File: config.mk
export PLATFORM = sky130hd
export DESIGN_NAME = alu_issue_ctrl_flat
export DESIGN_NICKNAME = d
export VERILOG_FILES = /design/src/rtl/alu_issue_ctrl_pkg.sv /design/src/rtl/alu_issue_ctrl_if.sv /design/src/rtl/alu_issue_ctrl_reg_file.sv /design/src/rtl/alu_issue_ctrl.sv /design/src/flat_wrapper.sv
export SDC_FILE = /design/constraint.sdc
export NUM_CORES = 1
export LEC_CHECK = 0
export CAP_MARGIN = 20
export CORE_UTILIZATION = 55
export DETAILED_ROUTE_END_ITERATION = 7
export PLACE_DENSITY = 0.8
export SYNTH_ARGS = -nofsm -noshare
export SYNTH_HDL_FRONTEND = slang
export SYNTH_SLANG_ARGS = --single-unit
File: constraint.sdc
create_clock -name i_clk -period 2.2 [get_ports i_clk]
set_input_delay 0.22 -clock i_clk [delete_from_list [all_inputs] [get_ports i_clk]]
set_output_delay 0.22 -clock i_clk [all_outputs]
set_load 0.02 [all_outputs]
File: src/rtl/alu_issue_ctrl_pkg.sv
// rtl/alu_issue_ctrl_pkg.sv - opcodes, issue FSM states and instruction field layout
package alu_issue_ctrl_pkg;

  typedef enum logic [3:0] {
    kADDL = 4'h0, kSUB = 4'h1, kXOR = 4'h2, kNOT = 4'h3, kSRA = 4'h4,
    kSLO  = 4'h5, kSRG = 4'h6, kSLG = 4'h7, kBL  = 4'h8, kBMH = 4'h9
  } op_mne;

  typedef enum logic [1:0] {IDLE, DEC, EXEC, WB} issue_state_t;

  localparam int INSTR_W = 10;
  localparam int OPC_HI  = 9;
  localparam int OPC_LO  = 6;
  localparam int RA_HI   = 5;
  localparam int RA_LO   = 3;
  localparam int RB_HI   = 2;
  localparam int RB_LO   = 0;
  localparam logic [2:0] BR_TGT_REG = 3'd7;

  function automatic logic op_sets_carry(input logic [3:0] op);
    return (op == kADDL) || (op == kSRG) || (op == kSLG);
  endfunction

  function automatic logic op_is_branch(input logic [3:0] op);
    return (op == kBL) || (op == kBMH);
  endfunction

  function automatic logic op_writes_reg(input logic [3:0] op);
    return op_sets_carry(op) || (op == kSUB) || (op == kXOR) || (op == kNOT) ||
           (op == kSRA) || (op == kSLO);
  endfunction

endpackage

File: src/rtl/alu_issue_ctrl_if.sv
// rtl/alu_issue_ctrl_if.sv - instruction handshake plus ALU operand/result bus
interface alu_issue_ctrl_if;
  logic [9:0] instr;
  logic       instr_valid;
  logic       instr_ready;
  logic [3:0] alu_op;
  logic [7:0] alu_a;
  logic [7:0] alu_b;
  logic       alu_scin;
  logic [7:0] alu_out;
  logic       alu_scout;
  logic       alu_brflag;

  modport master (
    output instr, instr_valid, alu_out, alu_scout, alu_brflag,
    input  instr_ready, alu_op, alu_a, alu_b, alu_scin
  );

  modport slave (
    input  instr, instr_valid, alu_out, alu_scout, alu_brflag,
    output instr_ready, alu_op, alu_a, alu_b, alu_scin
  );
endinterface

File: src/rtl/alu_issue_ctrl_reg_file.sv
// rtl/alu_issue_ctrl_reg_file.sv - 8x8 register file, two read ports, debug read, one write
module alu_issue_ctrl_reg_file (
  input  logic       i_clk,
  input  logic       i_rst_n,
  input  logic       i_we,
  input  logic [2:0] i_waddr,
  input  logic [7:0] i_wdata,
  input  logic [2:0] i_raddr_a,
  output logic [7:0] o_rdata_a,
  input  logic [2:0] i_raddr_b,
  output logic [7:0] o_rdata_b,
  input  logic [2:0] i_dbg_addr,
  output logic [7:0] o_dbg_data
);
  logic [7:0] r_mem [8];

  always_ff @(posedge i_clk or negedge i_rst_n) begin
    if (!i_rst_n) begin
      for (int i = 0; i < 8; i++) r_mem[i] <= 8'h00;
    end else if (i_we) begin
      r_mem[i_waddr] <= i_wdata;
    end
  end

  assign o_rdata_a  = r_mem[i_raddr_a];
  assign o_rdata_b  = r_mem[i_raddr_b];
  assign o_dbg_data = r_mem[i_dbg_addr];
endmodule

File: src/rtl/alu_issue_ctrl.sv
// rtl/alu_issue_ctrl.sv - 4-cycle issue/writeback controller wrapped around an external ALU
module alu_issue_ctrl
  import alu_issue_ctrl_pkg::*;
#(
  parameter int PC_W = 8
) (
  input  logic             i_clk,
  input  logic             i_rst_n,
  alu_issue_ctrl_if.slave  io_bus,
  output logic [PC_W-1:0]  o_pc,
  output logic             o_carry,
  output logic             o_done,
  input  logic [2:0]       i_dbg_addr,
  output logic [7:0]       o_dbg_data
);
  issue_state_t      r_state, w_next;
  logic [9:0]        r_instr;
  logic [3:0]        r_alu_op;
  logic [7:0]        r_alu_a, r_alu_b, r_res;
  logic              r_sc, r_br, r_carry;
  logic [PC_W-1:0]   r_pc;
  logic              w_ready, w_done, w_we;
  logic [3:0]        w_opc;
  logic [2:0]        w_ra, w_rb, w_raddr_a;
  logic [7:0]        w_rd_a, w_rd_b;
  logic [PC_W-1:0]   w_tgt;

  assign w_opc = r_instr[OPC_HI:OPC_LO];
  assign w_ra  = r_instr[RA_HI:RA_LO];
  assign w_rb  = r_instr[RB_HI:RB_LO];
  assign w_tgt = PC_W'(w_rd_a);

  always_ff @(posedge i_clk or negedge i_rst_n) begin
    if (!i_rst_n) r_state <= IDLE;
    else          r_state <= w_next;
  end

  // Port A doubles as the branch-target read in WB, after any earlier writeback landed
  always_comb begin
    w_next    = r_state;
    w_ready   = 1'b0;
    w_done    = 1'b0;
    w_we      = 1'b0;
    w_raddr_a = w_ra;
    case (r_state)
      IDLE: begin
        w_ready = 1'b1;
        if (io_bus.instr_valid) w_next = DEC;
      end
      DEC:  w_next = EXEC;
      EXEC: w_next = WB;
      WB: begin
        w_done    = 1'b1;
        w_we      = op_writes_reg(w_opc);
        w_raddr_a = BR_TGT_REG;
        w_next    = IDLE;
      end
      default: w_next = IDLE;
    endcase
  end

  always_ff @(posedge i_clk or negedge i_rst_n) begin
    if (!i_rst_n) begin
      r_instr  <= '0;
      r_alu_op <= '0;
      r_alu_a  <= '0;
      r_alu_b  <= '0;
      r_res    <= '0;
      r_sc     <= 1'b0;
      r_br     <= 1'b0;
      r_carry  <= 1'b0;
      r_pc     <= '0;
    end else begin
      case (r_state)
        IDLE: if (io_bus.instr_valid) r_instr <= io_bus.instr;
        DEC: begin
          r_alu_a  <= w_rd_a;
          r_alu_b  <= w_rd_b;
          r_alu_op <= w_opc;
        end
        EXEC: begin
          r_res <= io_bus.alu_out;
          r_sc  <= io_bus.alu_scout;
          r_br  <= io_bus.alu_brflag;
        end
        WB: begin
          if (op_sets_carry(w_opc)) r_carry <= r_sc;
          if (op_is_branch(w_opc) && r_br) r_pc <= w_tgt;
          else                             r_pc <= r_pc + PC_W'(1);
        end
        default: ;
      endcase
    end
  end

  alu_issue_ctrl_reg_file u_rf (
    .i_clk      (i_clk),
    .i_rst_n    (i_rst_n),
    .i_we       (w_we),
    .i_waddr    (w_ra),
    .i_wdata    (r_res),
    .i_raddr_a  (w_raddr_a),
    .o_rdata_a  (w_rd_a),
    .i_raddr_b  (w_rb),
    .o_rdata_b  (w_rd_b),
    .i_dbg_addr (i_dbg_addr),
    .o_dbg_data (o_dbg_data)
  );

  assign io_bus.instr_ready = w_ready;
  assign io_bus.alu_op      = r_alu_op;
  assign io_bus.alu_a       = r_alu_a;
  assign io_bus.alu_b       = r_alu_b;
  assign io_bus.alu_scin    = r_carry;
  assign o_pc               = r_pc;
  assign o_carry            = r_carry;
  assign o_done             = w_done;
endmodule

File: src/flat_wrapper.sv
// flat-port wrapper written by rule: the top's interface ports become plain ports
module alu_issue_ctrl_flat import alu_issue_ctrl_pkg::*;
#(
  parameter int PC_W = 8
)
  (i_clk, i_rst_n, o_pc, o_carry, o_done, i_dbg_addr, o_dbg_data, io_bus_instr, io_bus_instr_valid, io_bus_alu_out, io_bus_alu_scout, io_bus_alu_brflag, io_bus_instr_ready, io_bus_alu_op, io_bus_alu_a, io_bus_alu_b, io_bus_alu_scin);
  alu_issue_ctrl_if io_bus_i ();
  input  logic i_clk;
  input  logic i_rst_n;
  output logic [PC_W-1:0] o_pc;
  output logic o_carry;
  output logic o_done;
  input  logic [2:0] i_dbg_addr;
  output logic [7:0] o_dbg_data;
  input wire logic [$bits(io_bus_i.instr)-1:0] io_bus_instr;
  input wire logic [$bits(io_bus_i.instr_valid)-1:0] io_bus_instr_valid;
  input wire logic [$bits(io_bus_i.alu_out)-1:0] io_bus_alu_out;
  input wire logic [$bits(io_bus_i.alu_scout)-1:0] io_bus_alu_scout;
  input wire logic [$bits(io_bus_i.alu_brflag)-1:0] io_bus_alu_brflag;
  output wire logic [$bits(io_bus_i.instr_ready)-1:0] io_bus_instr_ready;
  output wire logic [$bits(io_bus_i.alu_op)-1:0] io_bus_alu_op;
  output wire logic [$bits(io_bus_i.alu_a)-1:0] io_bus_alu_a;
  output wire logic [$bits(io_bus_i.alu_b)-1:0] io_bus_alu_b;
  output wire logic [$bits(io_bus_i.alu_scin)-1:0] io_bus_alu_scin;
  assign io_bus_i.instr = io_bus_instr;
  assign io_bus_i.instr_valid = io_bus_instr_valid;
  assign io_bus_i.alu_out = io_bus_alu_out;
  assign io_bus_i.alu_scout = io_bus_alu_scout;
  assign io_bus_i.alu_brflag = io_bus_alu_brflag;
  assign io_bus_instr_ready = io_bus_i.instr_ready;
  assign io_bus_alu_op = io_bus_i.alu_op;
  assign io_bus_alu_a = io_bus_i.alu_a;
  assign io_bus_alu_b = io_bus_i.alu_b;
  assign io_bus_alu_scin = io_bus_i.alu_scin;
  alu_issue_ctrl #(.PC_W(PC_W)) u_core (.i_clk(i_clk), .i_rst_n(i_rst_n), .io_bus(io_bus_i), .o_pc(o_pc), .o_carry(o_carry), .o_done(o_done), .i_dbg_addr(i_dbg_addr), .o_dbg_data(o_dbg_data));
endmodule
==> metrics.txt, run 1 <==
# TYPE chip_impl_metric gauge
chip_impl_metric{name="total_via_count_after_detailed_routing",unit=""} 4756
chip_impl_metric{name="synthesis.nets",unit=""} 497
chip_impl_metric{name="routed_wl",unit="mm"} 16.73
chip_impl_metric{name="yosys_warnings",unit=""} 0
chip_impl_metric{name="ctsLongestPathBuffers",unit=""} 2
chip_impl_metric{name="cts_htree_levels",unit=""} 4
chip_impl_metric{name="synth_edf_count",unit=""} 0
chip_impl_metric{name="min_period",unit="ps"} 2177
chip_impl_metric{name="post_synthesis_compound_gate_area_fraction",unit="%"} 8.874
chip_impl_metric{name="grt_use_met3",unit="%"} 7.414
chip_impl_metric{name="net-switching-power",unit="µW"} 5206
chip_impl_metric{name="die_h",unit="µm"} 108.0
chip_impl_metric{name="post-route-period-util",unit="%"} 98.97
chip_impl_metric{name="timing_worst_slew_pin_value",unit="ps"} 717.2
chip_impl_metric{name="synth_cell_types",unit=""} 55
chip_impl_metric{name="cellPowerDensity",unit="nW/µm²"} 1703
chip_impl_metric{name="drt-wirelength-per-cell",unit="µm"} 22.95
chip_impl_metric{name="postRouteAntennaNets",unit=""} 0
chip_impl_metric{name="fp.dieArea",unit="µm²"} 11660
chip_impl_metric{name="timing.slew.headroom",unit="%"} 52.18
chip_impl_metric{name="ys_seq_elements",unit=""} 115
chip_impl_metric{name="global_route_wire_length_before_repair",unit="mm"} 26.03
chip_impl_metric{name="flow.area_growth_from_synthesis",unit="%"} 29.11
chip_impl_metric{name="leakage",unit="µW"} 0.003502
chip_impl_metric{name="netlist_area",unit="µm²"} 6176
chip_impl_metric{name="clkSinkCount",unit=""} 115
chip_impl_metric{name="initial_antenna_violation_count",unit=""} 0
chip_impl_info{name="timing.critical_path.to_type",value="primary output"} 1
chip_impl_metric{name="critPathMaxFanout",unit=""} 4
chip_impl_metric{name="fmax",unit="GHz"} 0.4593
chip_impl_metric{name="globalRoute.totalOverflow",unit=""} 0
chip_impl_metric{name="placeableCoreArea",unit="µm²"} 10890
chip_impl_metric{name="postSynth.asyncResetShare",unit="%"} 100.0
chip_impl_metric{name="final_hold_viol_count",unit=""} 0
chip_impl_metric{name="row_count",unit=""} 38
chip_impl_metric{name="buffer_ports.inserted",unit=""} 65
chip_impl_metric{name="muxShareOfSynthArea",unit="%"} 33.33
chip_impl_metric{name="finalSetupViolations",unit=""} 0
chip_impl_metric{name="power.combinational.fraction",unit="%"} 46.3
chip_impl_metric{name="drt_drc_violations_left",unit=""} 0
chip_impl_metric{name="cts-buffers-inserted",unit=""} 17
chip_impl_metric{name="final_nets",unit=""} 607
chip_impl_metric{name="numPlacedInstances",unit=""} 673
chip_impl_metric{name="detail_route.iter0.violations",unit=""} 405
chip_impl_metric{name="insertion_delay",unit="ps"} 540
chip_impl_metric{name="met2_usage",unit="%"} 47.95
chip_impl_metric{name="worst_ep_required_time",unit="ps"} 1980
chip_impl_metric{name="drt_first_pass_iters",unit=""} 5
chip_impl_metric{name="grtUsageTotal",unit="%"} 30.61
chip_impl_info{name="worst_hold_path_type",value="in2async"} 1
chip_impl_metric{name="share_of_the_synthesized_netlist_area_taken_by_xor_and_xnor_gates",unit="%"} 0
chip_impl_metric{name="synth_seq_area_share",unit="%"} 46.60
chip_impl_info{name="grt_busiest_layer",value="met2"} 1
chip_impl_metric{name="globalRouteMet1Util",unit="%"} 39.74
chip_impl_metric{name="clock_pin_slew_worst_setup_and_hold_paths",unit="ps"} 60
chip_impl_metric{name="place.gp.congestion",unit=""} 0.9100
chip_impl_info{name="cts_tree",value="yes"} 1
chip_impl_metric{name="io-pin-count",unit=""} 66
chip_impl_info{name="yosys-top-cells-area",value="dfrtp_1 47%, mux2_2 18%, mux4_2 12%"} 1
chip_impl_info{name="synthFlopType",value="dfrtp_1"} 1
chip_impl_metric{name="syn_inst",unit=""} 466
chip_impl_metric{name="power.sequential.fraction",unit="%"} 32.4
chip_impl_metric{name="synthSimpleGateAreaFrac",unit="%"} 7.111
chip_impl_metric{name="totalNegativeSetupSlack",unit="ps"} 0
chip_impl_info{name="worst_setup_path_startpoint",value="u_core.u_rf.r_mem[44]"} 1
chip_impl_info{name="critical_path.reg2reg.startpoint",value="u_core.r_state[0]"} 1
chip_impl_metric{name="power_total",unit="µW"} 13580
chip_impl_info{name="run_status",value="finished, final reports clean"} 1
chip_impl_metric{name="viasPerCell",unit=""} 6.524
chip_impl_metric{name="detailed_place_hpwl",unit="mm"} 10.96
chip_impl_metric{name="worst-endpoint-arrival",unit="ps"} 1960
chip_impl_metric{name="n_antenna_cell",unit=""} 0
chip_impl_metric{name="maxCapViolCount",unit=""} 0
chip_impl_info{name="cts_root_buffer",value="clkbuf_8"} 1
chip_impl_metric{name="synth_top_area_share",unit="%"} 46.60
chip_impl_metric{name="post_synth_fa_ha_maj_area_fraction",unit="%"} 1.013
chip_impl_metric{name="final-max-slew-violation-count",unit=""} 0
chip_impl_info{name="synth_top_family_by_area",value="multiplexers"} 1
chip_impl_metric{name="postLayoutCoreUtil",unit="%"} 73.24
chip_impl_metric{name="initial_standard_cell_utilization_of_the_core",unit="%"} 56.72
chip_impl_metric{name="share_of_final_layout_standard_cells_stronger_than_drive_strength_1",unit="%"} 42.78
chip_impl_metric{name="synth.avg_cell_area",unit="µm²"} 13.25
chip_impl_metric{name="power_switching_share",unit="%"} 38.34
chip_impl_info{name="start_kind",value="register"} 1
chip_impl_metric{name="internal_power",unit="µW"} 8374
chip_impl_info{name="timing_worst_setup_path_type",value="reg2out"} 1
chip_impl_metric{name="power.share.clock",unit="%"} 21.4
chip_impl_metric{name="first_global_vias",unit=""} 4771
chip_impl_metric{name="peakVddDrop",unit="mV"} 0.7314
chip_impl_info{name="largest_area_contributor_in_the_netlist",value="dfrtp_1"} 1
chip_impl_metric{name="fin_skew",unit="ps"} 8.747
chip_impl_metric{name="finish.cell_count_without_fillers",unit=""} 729
chip_impl_metric{name="die-width",unit="µm"} 108.0
chip_impl_metric{name="grt_max_degree",unit=""} 45
-- flip-flops by register name, indices dropped and copies added (netlist names) --
name	cells
u_core.io_bus.alu_op	4
u_core.io_bus.alu_scin	1
u_core.r_sc	1
u_core.o_pc	8
u_core.io_bus.alu_b	8
u_core.r_res	8
u_core.r_br	1
u_core.u_rf.r_mem	64
u_core.r_instr	10
u_core.r_state	2
u_core.io_bus.alu_a	8
-- power by group through the flow --
stage	clock (µW)	combinational, µW	sequential [µW]
2_1_floorplan	0	3910	4160
4_1_cts	2920	6030	4340
3_5_place_dp	0	5910	4390
3_3_place_gp	0	5710	4290
5_1_grt	3020	6670	4520
6_report	2900	6280	4390
-- cells by family after synthesis --
logic type,count (synthesis)
AOI/OAI and AO/OA,82
and+or+nand+nor,74
adders and majority gates,5
muxes,153
DFF,115
buffers and inverters,37
-- per-stage QoR --
stage	hold slack, ps	area, µm²	setup slack [ps]
global route	296.4	7974	-0.2054
global placement	257.0	7167	-252.7
detailed placement	262.7	7167	-268.2
CTS	255.1	7859	0.02531
finish	236.8	7974	22.57
floorplan	-75.59	6176	230.4
-- repair_timing --
| item | 4_1_cts | 5_1_grt |
|---|---|---|
| hold buffers | 1 | 0 |
| hold endpoints to repair | 42 | 0 |
| resized for setup | 27 | 6 |
| endpoints found under the setup margin | 8 | 12 |
| buffers inserted | 4 | 18 |
| gates cloned | 1 | 0 |
-- cells in the final DEF, fill, tap and decap left out, drive strengths merged, types with 13 or more instances in the layout --
master         Yosys  routed
mux2i             20      20
mux2             101     101
clkdlybuf4s50      0      54
o21ai             14      14
buf               21      62
dfrtp            115     115
mux4              32      32
clkbuf            10      19
nor2              29      29
nand2             13      13
a21oi             23      23
-- cells in the mapped netlist, types with 4 or more instances --
library cell	count
a21oi_1	22
a31oi_1	6
buf_2	11
buf_4	6
clkbuf_1	10
dfrtp_1	115
ha_1	5
inv_1	6
mux2_2	101
mux2i_1	20
mux4_2	32
nand2_1	11
nand3_1	4
nor2_1	28
nor3_1	4
o211ai_1	4
o21ai_0	14
o22ai_1	7
-- final timing paths --
| check | end | slack (ps) | cells past startpoint |
|---|---|---|---|
| worst max register to register | u_core.u_rf.r_mem[36] | 160 | 6 |
| worst min register to register | u_core.io_bus.alu_op[3] | 510 | 1 |
| min in group i_clk | u_core.r_res[1] | 290 | 2 |
| max in group asynchronous | u_core.u_rf.r_mem[32] | 1340 | 3 |
| worst max-delay path | o_dbg_data[4] | 20 | 3 |
| worst min-delay path | u_core.u_rf.r_mem[47] | 240 | 2 |
-- critical path, cell delays in order, from the launching register on --
cell and delay [ps]:
dfrtp_1 410, mux4_2 480, mux2_2 280, clkdlybuf4s15_2 250
-- layout make-up --
class	count	area [µm²]
multi-input combinational	314	3110
fill	688	2914
sequential	115	2878
timing repair buffer	122	1165
clock buffer	19	441.7
clock inverter	13	181.4
tap	140	175.2
inverter	6	22.52
-- metal layers --
layer	vias to the layer above	share of wire (%)	routed length, µm
li1	2006	-	-
met1	2431	39	6579
met2	247	49	8247
met3	72	7.4	1246
met4	0	3.9	660
met5	-	0	0
No activity file was read; power rests on OpenSTA's default activity.
==> run 2, diff against run 1 <==
--- a/config.mk
+++ b/config.mk
@@ -5,6 +5,7 @@
 export SDC_FILE = /design/constraint.sdc
 export NUM_CORES = 1
 export LEC_CHECK = 0
+export ABC_CLOCK_PERIOD_IN_PS = 2200
 export CAP_MARGIN = 20
 export CORE_UTILIZATION = 55
 export DETAILED_ROUTE_END_ITERATION = 7
==> results of run 2 <==
Same layout as run 1: the final DEF is identical, and so are final timing and power.
==> run 3, diff against run 2 <==
--- a/config.mk
+++ b/config.mk
@@ -9,6 +9,7 @@
 export CAP_MARGIN = 20
 export CORE_UTILIZATION = 55
 export DETAILED_ROUTE_END_ITERATION = 7
+export GPL_ROUTABILITY_DRIVEN = 0
 export PLACE_DENSITY = 0.8
 export SYNTH_ARGS = -nofsm -noshare
 export SYNTH_HDL_FRONTEND = slang
==> metrics.txt, run 3 (synthesis results as in run 1) <==
# TYPE chip_impl_metric gauge
chip_impl_info{name="start_kind",value="register"} 1
chip_impl_metric{name="postRouteAntennaNets",unit=""} 0
chip_impl_metric{name="total_via_count_after_detailed_routing",unit=""} 4782
chip_impl_metric{name="globalRoute.totalOverflow",unit=""} 0
chip_impl_info{name="worst_hold_path_type",value="in2async"} 1
chip_impl_metric{name="die_h",unit="µm"} 108.0
chip_impl_metric{name="path_buf_inv",unit=""} 1
chip_impl_metric{name="routed_wl",unit="mm"} 17.45
chip_impl_metric{name="first_global_vias",unit=""} 4698
chip_impl_metric{name="viasPerCell",unit=""} 6.515
chip_impl_metric{name="critPathMaxFanout",unit=""} 4
chip_impl_metric{name="fp.dieArea",unit="µm²"} 11660
chip_impl_info{name="cp_top_family",value="multiplexers"} 1
chip_impl_info{name="run_status",value="finished, final reports clean"} 1
chip_impl_info{name="timing.critical_path.slowest_stage_cell",value="mux4_2"} 1
chip_impl_metric{name="placeableCoreArea",unit="µm²"} 10890
chip_impl_metric{name="grtUsageTotal",unit="%"} 31.01
chip_impl_metric{name="buffer_ports.inserted",unit=""} 65
chip_impl_metric{name="timing.slew.headroom",unit="%"} 52.38
chip_impl_metric{name="numPlacedInstances",unit=""} 673
chip_impl_metric{name="row_count",unit=""} 38
chip_impl_metric{name="cts-buffers-inserted",unit=""} 17
chip_impl_metric{name="io-pin-count",unit=""} 66
chip_impl_metric{name="initial_standard_cell_utilization_of_the_core",unit="%"} 56.72
chip_impl_metric{name="clkSinkCount",unit=""} 115
chip_impl_metric{name="fin_ws",unit="ps"} 1.848
chip_impl_metric{name="timing_worst_slew_pin_value",unit="ps"} 714.3
chip_impl_info{name="cts_root_buffer",value="clkbuf_8"} 1
chip_impl_metric{name="clock_pin_slew_worst_setup_and_hold_paths",unit="ps"} 50
chip_impl_metric{name="ctsLongestPathBuffers",unit=""} 2
chip_impl_metric{name="peakVddDrop",unit="mV"} 0.7582
chip_impl_metric{name="worst-endpoint-arrival",unit="ps"} 1980
chip_impl_metric{name="detail_route.iter0.violations",unit=""} 448
chip_impl_metric{name="cts_htree_levels",unit=""} 4
chip_impl_metric{name="finalSetupViolations",unit=""} 0
chip_impl_metric{name="final_hold_viol_count",unit=""} 0
chip_impl_metric{name="finish.cell_count_without_fillers",unit=""} 734
chip_impl_metric{name="n_antenna_cell",unit=""} 0
chip_impl_metric{name="share_of_final_layout_standard_cells_stronger_than_drive_strength_1",unit="%"} 43.27
chip_impl_metric{name="fin_skew",unit="ps"} 11.28
chip_impl_metric{name="drt_drc_violations_left",unit=""} 0
chip_impl_metric{name="global_route_wire_length_before_repair",unit="mm"} 26.18
chip_impl_metric{name="final-max-slew-violation-count",unit=""} 0
chip_impl_metric{name="flow.area_growth_from_synthesis",unit="%"} 28.91
chip_impl_metric{name="final_nets",unit=""} 615
chip_impl_info{name="layout_top_registers",value="u_core.u_rf.r_mem (64), u_core.r_instr (10)"} 1
chip_impl_metric{name="maxCapViolCount",unit=""} 0
chip_impl_metric{name="grt_max_degree",unit=""} 70
chip_impl_metric{name="cp_slowest_stage_delay",unit="ps"} 500
chip_impl_info{name="top_register",value="u_core.u_rf.r_mem"} 1
chip_impl_info{name="layout_commonest_cell",value="dfrtp_1"} 1
chip_impl_metric{name="largest_register_ff_count",unit=""} 64
chip_impl_metric{name="post-route-period-util",unit="%"} 99.92
chip_impl_info{name="top_library_cells_by_usage_in_the_layout_fill_and_taps_aside",value="114 x dfrtp_1, 101 x mux2_2, 57 x buf_4"} 1
chip_impl_metric{name="leakage",unit="µW"} 0.003533
chip_impl_metric{name="min_period",unit="ps"} 2198
chip_impl_info{name="cts_tree",value="yes"} 1
chip_impl_info{name="timing.critical_path.to_type",value="primary output"} 1
chip_impl_metric{name="die-width",unit="µm"} 108.0
chip_impl_metric{name="detailed_place_hpwl",unit="mm"} 10.56
chip_impl_metric{name="initial_antenna_violation_count",unit=""} 0
chip_impl_metric{name="placement.setup.worst_slack",unit="ps"} -265.8
chip_impl_info{name="timing_worst_setup_path_type",value="reg2out"} 1
chip_impl_info{name="cp_cell_sequence",value="mux4_2 -> mux2_2 -> clkdlybuf4s15_2"} 1
chip_impl_metric{name="drt-wirelength-per-cell",unit="µm"} 23.77
chip_impl_metric{name="drt_first_pass_iters",unit=""} 5
chip_impl_metric{name="insertion_delay",unit="ps"} 530
chip_impl_metric{name="worst_ep_required_time",unit="ps"} 1980
chip_impl_metric{name="fmax",unit="GHz"} 0.4549
chip_impl_metric{name="cellPowerDensity",unit="nW/µm²"} 1681
-- run 3: final timing paths --
kind / start / to / slack, ps / cells after the start
worst min register to register: u_core.io_bus.alu_op[1] / u_core.io_bus.alu_op[1] / 500 / 1
worst min-delay path: i_rst_n / u_core.u_rf.r_mem[38] / 180 / 2
min in group i_clk: io_bus_alu_scout / u_core.r_sc / 300 / 2
worst max-delay path: u_core.u_rf.r_mem[35] / o_dbg_data[3] / 2 / 3
worst max register to register: u_core.r_state[0] / u_core.u_rf.r_mem[30] / 120 / 5
max in group asynchronous: i_rst_n / u_core.u_rf.r_mem[28] / 1280 / 3
-- run 3: layout make-up --
| type | count | area [µm²] |
|---|---|---|
| clock inverters | 6 | 55.05 |
| repair buffers | 130 | 1227 |
| clock buffers | 23 | 476.7 |
| well taps | 140 | 175.2 |
| multi-input cells | 314 | 3126 |
| fillers | 698 | 2927 |
| inverters | 6 | 22.52 |
| flip-flops and latches | 115 | 2879 |
-- run 3: stage by stage --
stage,power (µW),util (%),hold WS (ps),setup TNS (ps),cell area (µm²)
CTS,12920,71.20,181.1,0,7752
global placement,9999,65.82,190.0,-1818,7167
global route,14000,73.12,216.1,-45.72,7961
finish,13380,73.12,181.7,0,7961
detailed placement,10260,65.82,194.5,-1954,7167
floorplan,8069,-,-75.59,0,6176
-- run 3: per-layer routing --
| metal | vias up | track usage, % | share of wire, % |
|---|---|---|---|
| li1 | 2022 | - | - |
| met1 | 2412 | 40.55 | 39 |
| met2 | 295 | 47.45 | 49 |
| met3 | 53 | 8.981 | 8.6 |
| met4 | 0 | 15.36 | 3.1 |
| met5 | - | 0 | 0 |
-- run 3: repair_timing --
action | in CTS | in global routing
setup endpoints to repair | 8 | 16
hold buffers | 1 | 0
endpoints found under the hold margin | 32 | 0
cloned | 0 | 1
setup buffers | 6 | 24
resized for setup | 27 | 8
-- run 3: where the power goes --
group	switching (µW)	leakage, µW	total, µW	internal [µW]
Clock	926	0.000269	2510	1590
Sequential	1280	0.00144	4410	3130
Combinational	3010	0.00183	6460	3450
Total	5220	0.00353	13400	8160
